### src/rtl/fetch_l1i_if.sv
// Fetch-stage bundle: redirect/stall in, instruction out, L2 refill port; master = fetch stage.
// hit_cnt/miss_cnt exist only when FETCH_PERF_CNT_EN is defined.
interface fetch_l1i_if #(
  parameter int LINE_WORDS = 8
) ();
  logic                      mispredict;
  logic [31:0]               override_addr;
  logic                      mstall;
  logic [31:0]               instruction;
  logic                      instr_valid;
  logic [31:0]               PC_f;
  logic [31:0]               PC_fp4;
  logic [32*LINE_WORDS-1:0]  L2_block_read;
  logic [31:0]               L2_addr_read;
  logic                      L2_stall;
  logic                      L2_read_en;
`ifdef FETCH_PERF_CNT_EN
  logic [31:0]               hit_cnt;
  logic [31:0]               miss_cnt;
`endif

  modport master (
    input  mispredict, override_addr, mstall, L2_block_read, L2_stall,
    output instruction, instr_valid, PC_f, PC_fp4, L2_addr_read, L2_read_en
`ifdef FETCH_PERF_CNT_EN
    , output hit_cnt, miss_cnt
`endif
  );

  modport slave (
    output mispredict, override_addr, mstall, L2_block_read, L2_stall,
    input  instruction, instr_valid, PC_f, PC_fp4, L2_addr_read, L2_read_en
`ifdef FETCH_PERF_CNT_EN
    , input hit_cnt, miss_cnt
`endif
  );
endinterface

### src/rtl/fetch_l1i.sv
// Fetch stage with direct-mapped L1I: hit -> registered instruction next edge; miss -> L2 refill FSM.
// mstall holds pc/outputs (refill still completes); mispredict wins over mstall. FETCH_PERF_CNT_EN adds counters.
module fetch_l1i #(
  parameter int          LINE_WORDS = 8,
  parameter int          SETS       = 16,
  parameter logic [31:0] RESET_PC   = 32'h0000_0000,
  parameter logic [31:0] NOP        = 32'h0000_0033
) (
  input  logic        clk,
  input  logic        rst_n,
  fetch_l1i_if.master bus
);
  localparam int OB = $clog2(LINE_WORDS) + 2;
  localparam int IB = $clog2(SETS);
  localparam int TW = 32 - OB - IB;
  localparam logic [31:0] LINE_MASK = ~32'((1 << OB) - 1);

  typedef enum logic {IDLE, REQ} state_t;

  state_t          r_state, w_state_nxt;
  logic [31:0]     r_pc, r_pcf, r_instr, r_miss_addr;
  logic            r_ivld;
  logic [SETS-1:0] r_valid;
  logic [TW-1:0]   r_tag  [SETS];
  logic [31:0]     r_data [SETS][LINE_WORDS];

  logic [IB-1:0]   w_idx, w_fill_idx;
  logic [TW-1:0]   w_tag;
  logic [OB-3:0]   w_off;
  logic [31:0]     w_line_addr;
  logic            w_hit, w_fill, w_miss_start;

  assign w_idx       = r_pc[OB+IB-1:OB];
  assign w_tag       = r_pc[31:OB+IB];
  assign w_off       = r_pc[OB-1:2];
  assign w_line_addr = r_pc & LINE_MASK;
  assign w_hit       = r_valid[w_idx] && (r_tag[w_idx] == w_tag);
  assign w_fill      = (r_state == REQ) && !bus.L2_stall;
  assign w_fill_idx  = r_miss_addr[OB+IB-1:OB];

  always_ff @(posedge clk or negedge rst_n) begin
    if (!rst_n) r_state <= IDLE;
    else        r_state <= w_state_nxt;
  end

  // A redirect in IDLE suppresses the miss on the stale pc; in REQ the refill always runs to completion.
  always_comb begin
    w_state_nxt  = r_state;
    w_miss_start = 1'b0;
    case (r_state)
      IDLE: if (!w_hit && !bus.mispredict) begin
        w_state_nxt  = REQ;
        w_miss_start = 1'b1;
      end
      REQ:  if (!bus.L2_stall) w_state_nxt = IDLE;
      default: w_state_nxt = IDLE;
    endcase
  end

  always_ff @(posedge clk or negedge rst_n) begin
    if (!rst_n) begin
      r_pc        <= RESET_PC;
      r_pcf       <= RESET_PC;
      r_instr     <= NOP;
      r_ivld      <= 1'b0;
      r_valid     <= '0;
      r_miss_addr <= RESET_PC & LINE_MASK;
    end else begin
      if (w_fill)       r_valid[w_fill_idx] <= 1'b1;
      if (w_miss_start) r_miss_addr <= w_line_addr;
      if (bus.mispredict) begin
        r_pc    <= bus.override_addr & ~32'd3;
        r_instr <= NOP;
        r_ivld  <= 1'b0;
      end else if (!bus.mstall) begin
        r_pcf <= r_pc;
        if (r_state == IDLE && w_hit) begin
          r_instr <= r_data[w_idx][w_off];
          r_ivld  <= 1'b1;
          r_pc    <= r_pc + 32'd4;
        end else begin
          r_instr <= NOP;
          r_ivld  <= 1'b0;
        end
      end
    end
  end

  always_ff @(posedge clk) begin
    if (w_fill) begin
      r_tag[w_fill_idx] <= r_miss_addr[31:OB+IB];
      for (int k = 0; k < LINE_WORDS; k++)
        r_data[w_fill_idx][k] <= bus.L2_block_read[32*k +: 32];
    end
  end

  assign bus.instruction  = r_instr;
  assign bus.instr_valid  = r_ivld;
  assign bus.PC_f         = r_pcf;
  assign bus.PC_fp4       = r_pcf + 32'd4;
  assign bus.L2_read_en   = (r_state == REQ);
  // Miss address is latched so a redirect during REQ cannot disturb the outstanding request.
  assign bus.L2_addr_read = (r_state == REQ) ? r_miss_addr : w_line_addr;

`ifdef FETCH_PERF_CNT_EN
  logic [31:0] r_hit_cnt, r_miss_cnt;

  always_ff @(posedge clk or negedge rst_n) begin
    if (!rst_n) begin
      r_hit_cnt  <= '0;
      r_miss_cnt <= '0;
    end else begin
      if (r_state == IDLE && w_hit && !bus.mstall && !bus.mispredict && r_hit_cnt != 32'hFFFF_FFFF)
        r_hit_cnt <= r_hit_cnt + 32'd1;
      if (w_miss_start && r_miss_cnt != 32'hFFFF_FFFF)
        r_miss_cnt <= r_miss_cnt + 32'd1;
    end
  end

  assign bus.hit_cnt  = r_hit_cnt;
  assign bus.miss_cnt = r_miss_cnt;
`endif
endmodule

### src/flat_wrapper.sv
// flat-port wrapper written by rule: the top's interface ports become plain ports
module fetch_l1i_flat 
#(
  parameter int          LINE_WORDS = 8,
  parameter int          SETS       = 16,
  parameter logic [31:0] RESET_PC   = 32'h0000_0000,
  parameter logic [31:0] NOP        = 32'h0000_0033
)
  (clk, rst_n, bus_mispredict, bus_override_addr, bus_mstall, bus_L2_block_read, bus_L2_stall, bus_instruction, bus_instr_valid, bus_PC_f, bus_PC_fp4, bus_L2_addr_read, bus_L2_read_en);
  fetch_l1i_if #(.LINE_WORDS(LINE_WORDS)) bus_i ();
  input  logic clk;
  input  logic rst_n;
  input wire logic [$bits(bus_i.mispredict)-1:0] bus_mispredict;
  input wire logic [$bits(bus_i.override_addr)-1:0] bus_override_addr;
  input wire logic [$bits(bus_i.mstall)-1:0] bus_mstall;
  input wire logic [$bits(bus_i.L2_block_read)-1:0] bus_L2_block_read;
  input wire logic [$bits(bus_i.L2_stall)-1:0] bus_L2_stall;
  output wire logic [$bits(bus_i.instruction)-1:0] bus_instruction;
  output wire logic [$bits(bus_i.instr_valid)-1:0] bus_instr_valid;
  output wire logic [$bits(bus_i.PC_f)-1:0] bus_PC_f;
  output wire logic [$bits(bus_i.PC_fp4)-1:0] bus_PC_fp4;
  output wire logic [$bits(bus_i.L2_addr_read)-1:0] bus_L2_addr_read;
  output wire logic [$bits(bus_i.L2_read_en)-1:0] bus_L2_read_en;
  assign bus_i.mispredict = bus_mispredict;
  assign bus_i.override_addr = bus_override_addr;
  assign bus_i.mstall = bus_mstall;
  assign bus_i.L2_block_read = bus_L2_block_read;
  assign bus_i.L2_stall = bus_L2_stall;
  assign bus_instruction = bus_i.instruction;
  assign bus_instr_valid = bus_i.instr_valid;
  assign bus_PC_f = bus_i.PC_f;
  assign bus_PC_fp4 = bus_i.PC_fp4;
  assign bus_L2_addr_read = bus_i.L2_addr_read;
  assign bus_L2_read_en = bus_i.L2_read_en;
  fetch_l1i #(.LINE_WORDS(LINE_WORDS), .SETS(SETS), .RESET_PC(RESET_PC), .NOP(NOP)) u_core (.clk(clk), .rst_n(rst_n), .bus(bus_i));
endmodule
### config.mk
export PLATFORM = sky130hd
export DESIGN_NAME = fetch_l1i_flat
export DESIGN_NICKNAME = d
export VERILOG_FILES = /design/src/rtl/fetch_l1i_if.sv /design/src/rtl/fetch_l1i.sv /design/src/flat_wrapper.sv
export SDC_FILE = /design/constraint.sdc
export NUM_CORES = 2
export LEC_CHECK = 0
export BUFFER_PORTS_ARGS = -buffer_cell sky130_fd_sc_hd__buf_2
export CAP_MARGIN = 20
export CORE_MARGIN = 2
export CORE_UTILIZATION = 50
export DETAILED_ROUTE_END_ITERATION = 6
export GPL_ROUTABILITY_DRIVEN = 0
export GPL_TIMING_DRIVEN = 0
export PLACE_DENSITY = 0.66
export SYNTH_ARGS = -nofsm -noshare
export SYNTH_HDL_FRONTEND = slang
export SYNTH_MEMORY_MAX_BITS = 65536
export SYNTH_SLANG_ARGS = --single-unit
### constraint.sdc
create_clock -name clk -period 35.3 [get_ports clk]
set_input_delay 7.06 -clock clk [delete_from_list [all_inputs] [get_ports clk]]
set_output_delay 7.06 -clock clk [all_outputs]
set_load 0.01 [all_outputs]
==> tab_implementation.tex <==
\begin{tabular}{lr}
\hline
Metric & Value \\
\hline
\multicolumn{2}{l}{\textbf{Timing}} \\
Post-Route Skew & about 43 ps \\
Final setup vio count & 0 \\
Slew @ Worst Pin & roughly 1200 ps \\
Sum Neg Setup Slack & 0 ps \\
Max Clock Freq & 76.07 MHz \\
Final worst path period need & between 10000 and 15000 ps \\
Final hold violation count & 0 \\
Rel. slew slack & between 20\% and 30\% \\
Period utilisation layout & 37.24\% \\
Post-route setup slack & roughly 22000 ps \\
Max Slew Vio Count & 0 \\
Unrepaired setup endpoints after global routing & no \\
\multicolumn{2}{l}{\textbf{CTS}} \\
Number of cells upsized or downsized after cts & 0 \\
Maximum clock path buffer count & 4 \\
TritonCTS Buffers & approximately 440 \\
Number of buffers inserted by hold repair at cts & 0 \\
Later-pin clock latency in the skew report & between 900 and 1000 ps \\
Buffers inserted during post-CTS setup optimization & 0 \\
Number of levels the H-tree was split into & 5 \\
CTS tree & built \\
Clock slew seen by the registers of the worst setup and hold paths & roughly 60 ps \\
Clock Sinks & around 4600 \\
Buffer type at the clock tree root & sky130\_fd\_sc\_hd\_\_clkbuf\_16 \\
\multicolumn{2}{l}{\textbf{Worst setup path}} \\
Crit Path Max Fanout & 10 \\
Cell type of the slowest stage on the worst timing path & sky130\_fd\_sc\_hd\_\_clkbuf\_2 \\
Type of element launching the critical path & flip-flop \\
Data required time of the critical path & between 20000 and 30000 ps \\
Crit path arrival time & 6090 ps \\
CP endpoint kind & primary output \\
Sequence of cells on the critical path & buf\_2 -> buf\_2 -> buf\_2 -> buf\_2 -> clkbuf\_2 -> buf\_2 -> buf\_2 -> buf\_2 -> mux2\_2 -> buf\_2 \\
Cell repeated most along the worst path & sky130\_fd\_sc\_hd\_\_buf\_2 \\
Crit. Startpoint & u\_core.r\_pc[6] \\
Critical path class & reg2out \\
FF-to-FF Start & u\_core.r\_pc[6] \\
Highest cell delay on the worst timing path & between 700 and 800 ps \\
\multicolumn{2}{l}{\textbf{Yosys}} \\
Post-synth top area share & around 76\% \\
Count of unique library cells instantiated by Yosys & a little under 80 \\
Count of flip-flops with a built-in enable after synthesis & approximately 4500 \\
Most used flip-flop cell after synthesis & sky130\_fd\_sc\_hd\_\_edfxtp\_1 \\
Leading cell types by total area after synthesis & sky130\_fd\_sc\_hd\_\_edfxtp\_1, sky130\_fd\_sc\_hd\_\_mux4\_2, sky130\_fd\_sc\_hd\_\_dfrtp\_1 \\
Synth warn & 0 \\
Syn Std Cell Area & about 180000 sq um \\
Post-synthesis cell count & between 7000 and 8000 \\
Avg Cell Area, Syn & 24.49 sq um \\
Number of synthesized register bits & between 4000 and 5000 \\
Sequential area share after synthesis & slightly below 80\% \\
Share of synthesized registers carrying an async set or reset & between 2 and 3\% \\
Cell type contributing the most total cell area after synthesis & sky130\_fd\_sc\_hd\_\_edfxtp\_1 \\
\multicolumn{2}{l}{\textbf{Run}} \\
Number of maximum-capacitance constraint violations & 0 \\
\multicolumn{2}{l}{\textbf{Cells and area}} \\
Ratio of cells with drive above 1 in the final layout & between 30\% and 40\% \\
Total of fill cells in the finished design & 24410 \\
\# nets final & just under 9000 \\
Area added between synthesis and finish & 16.87\% \\
Sequential cell area & roughly 140000 sq um \\
Footprint of the multi-input gates & roughly 37000 sq um \\
Most used cells in the layout excluding fill and tap cells & sky130\_fd\_sc\_hd\_\_edfxtp\_1, sky130\_fd\_sc\_hd\_\_mux4\_2, sky130\_fd\_sc\_hd\_\_buf\_2 \\
Commonest non-fill, non-tap cell in the layout & sky130\_fd\_sc\_hd\_\_edfxtp\_1 \\
\multicolumn{2}{l}{\textbf{Outcome}} \\
Status & finished with violations \\
Failing checks & design-rule violations \\
\multicolumn{2}{l}{\textbf{Routing}} \\
Final wirelength & roughly 500000 microns \\
Final antenna-violating net count & 0 \\
DRC violations left & 5 \\
First drt pass iteration count & 7 \\
First DRT Iteration DRCs & 13390 \\
Via count & 87810 \\
Drt wl/cell & 36.57 microns \\
Via density & 6.414 \\
\multicolumn{2}{l}{\textbf{Die}} \\
Height of the die & around 600 microns \\
Chip width & approximately 600 microns \\
CORE AREA & about 350000 sq um \\
Initial core utilization & between 50 and 60\% \\
Number of cell rows & between 200 and 250 \\
Die area & roughly 360000 sq um \\
Ports placed on the boundary & 423 \\
\multicolumn{2}{l}{\textbf{Global route}} \\
First-pass GRT wire length & just under 700000 microns \\
All-Layer GR Usage & 27.77\% \\
Number of antenna violations at the first check in global routing & just over 200 \\
Via count of the first global-routing pass & between 80000 and 90000 \\
Final global-route overflow total & 0 \\
Maximum number of pins on one net before global-route repair & 79 \\
\multicolumn{2}{l}{\textbf{Power}} \\
Largest vdd supply drop & between 0.04 and 0.05 mV \\
Areal power density over the cells & between 60 and 70 nW/um\^{}2 \\
Leakage dissipation & between 60 and 70 nW \\
\multicolumn{2}{l}{\textbf{Placement}} \\
DP Worst Slack & between 20000 and 25000 ps \\
I/O Buffers & 411 \\
HPWL reported at the end of detailed placement & approximately 340000 microns \\
\multicolumn{2}{l}{\textbf{Hold path}} \\
Min-delay worst type & reg2reg \\
Hold Startpoint & u\_core.r\_valid[7] \\
\hline
\end{tabular}
[synth_stat cells (27+ instances only)]
cell,n
sky130_fd_sc_hd__buf_4,41
sky130_fd_sc_hd__o21ai_0,47
sky130_fd_sc_hd__nand3_1,40
sky130_fd_sc_hd__xnor2_1,27
sky130_fd_sc_hd__mux4_2,1407
sky130_fd_sc_hd__nor2_1,58
sky130_fd_sc_hd__buf_1,33
sky130_fd_sc_hd__a22o_1,43
sky130_fd_sc_hd__mux2i_1,89
sky130_fd_sc_hd__mux2_2,83
sky130_fd_sc_hd__nand2_1,119
sky130_fd_sc_hd__dfrtp_1,133
sky130_fd_sc_hd__clkbuf_1,213
sky130_fd_sc_hd__buf_2,100
sky130_fd_sc_hd__edfxtp_1,4464
[final timing paths]
path / to / slack [ps] / cells past startpoint
min in group asynchronous: u_core.r_miss_addr[17] / 6130 / 1
worst max register to register: u_core.bus.instruction[5] / 28490 / 12
max in group asynchronous: u_core.bus.instruction[13] / 28190 / 2
worst max-delay path: bus_L2_addr_read[6] / 22150 / 10
worst min register to register: u_core.r_valid[7] / 460 / 1
worst min-delay path: u_core.r_valid[7] / 460 / 1
[critical path, delay by kind of cell, from the launching register on]
family,cells,cell delay [ps]
buf+inv,9,4300
mux,1,210
flops,1,500
[report_power, final]
group          switching, mW  internal, mW
registers             0.0882          6.19
logic                  0.964         0.667
clock network           2.02          2.81
[registers in the layout, summed over array words and instances, names as in the netlist]
signal and count:
u_core.bus.L2_read_en 1, u_core.bus.PC_f 30, u_core.bus.instr_valid 1, u_core.bus.instruction 32, u_core.r_data 4096, u_core.r_miss_addr 27, u_core.r_pc 30, u_core.r_tag 368
u_core.r_valid 16
[routing by layer]
layer  GRT usage [%]  vias to the layer above  wire [microns]
li1                -                    33930               -
met1           37.27                    47470          181900
met2           44.10                     5327          242300
met3           6.395                     1001           52500
met4           11.93                       84           23450
met5               0                        -             527
[stage by stage]
step                      power, mW  instance area [sq um]  util, %  instances  hold WS (ps)
final                         12.74                 206600    58.66      13690         464.1
after global routing          13.04                 206500    58.64      13660         479.7
after CTS                     12.75                 206100    58.53      13580         465.8
after detailed placement      7.991                 191400    54.34      12760         450.6
after global placement        8.079                 184800    52.47      12370         445.6
after floorplan               7.307                 176800        -       7224         433.7
[cell type report]
type,count,area share [%]
tap,4730,2.865
buffer,402,0.9485
timing repair buffer,821,4.225
antenna,96,0.1163
inverter,20,0.03634
sequential,4601,66.56
clock inverter,271,1.414
clock buffer,549,5.731
multi-input combinational,2201,18.11
[cells by family after synthesis]
family                     after synthesis  synth area share [%]
AOI/OAI and AO/OA                      196                0.7992
and+or+nand+nor                        364                 1.037
muxes                                 1586                 19.01
other                                    1              0.002122
xor gates and xnor gates                44                0.2180
buffers and inverters                  422                 1.134
adders and majority gates                2               0.01416
DFF                                   4601                 77.78
No activity file was read; power rests on OpenSTA's default activity.
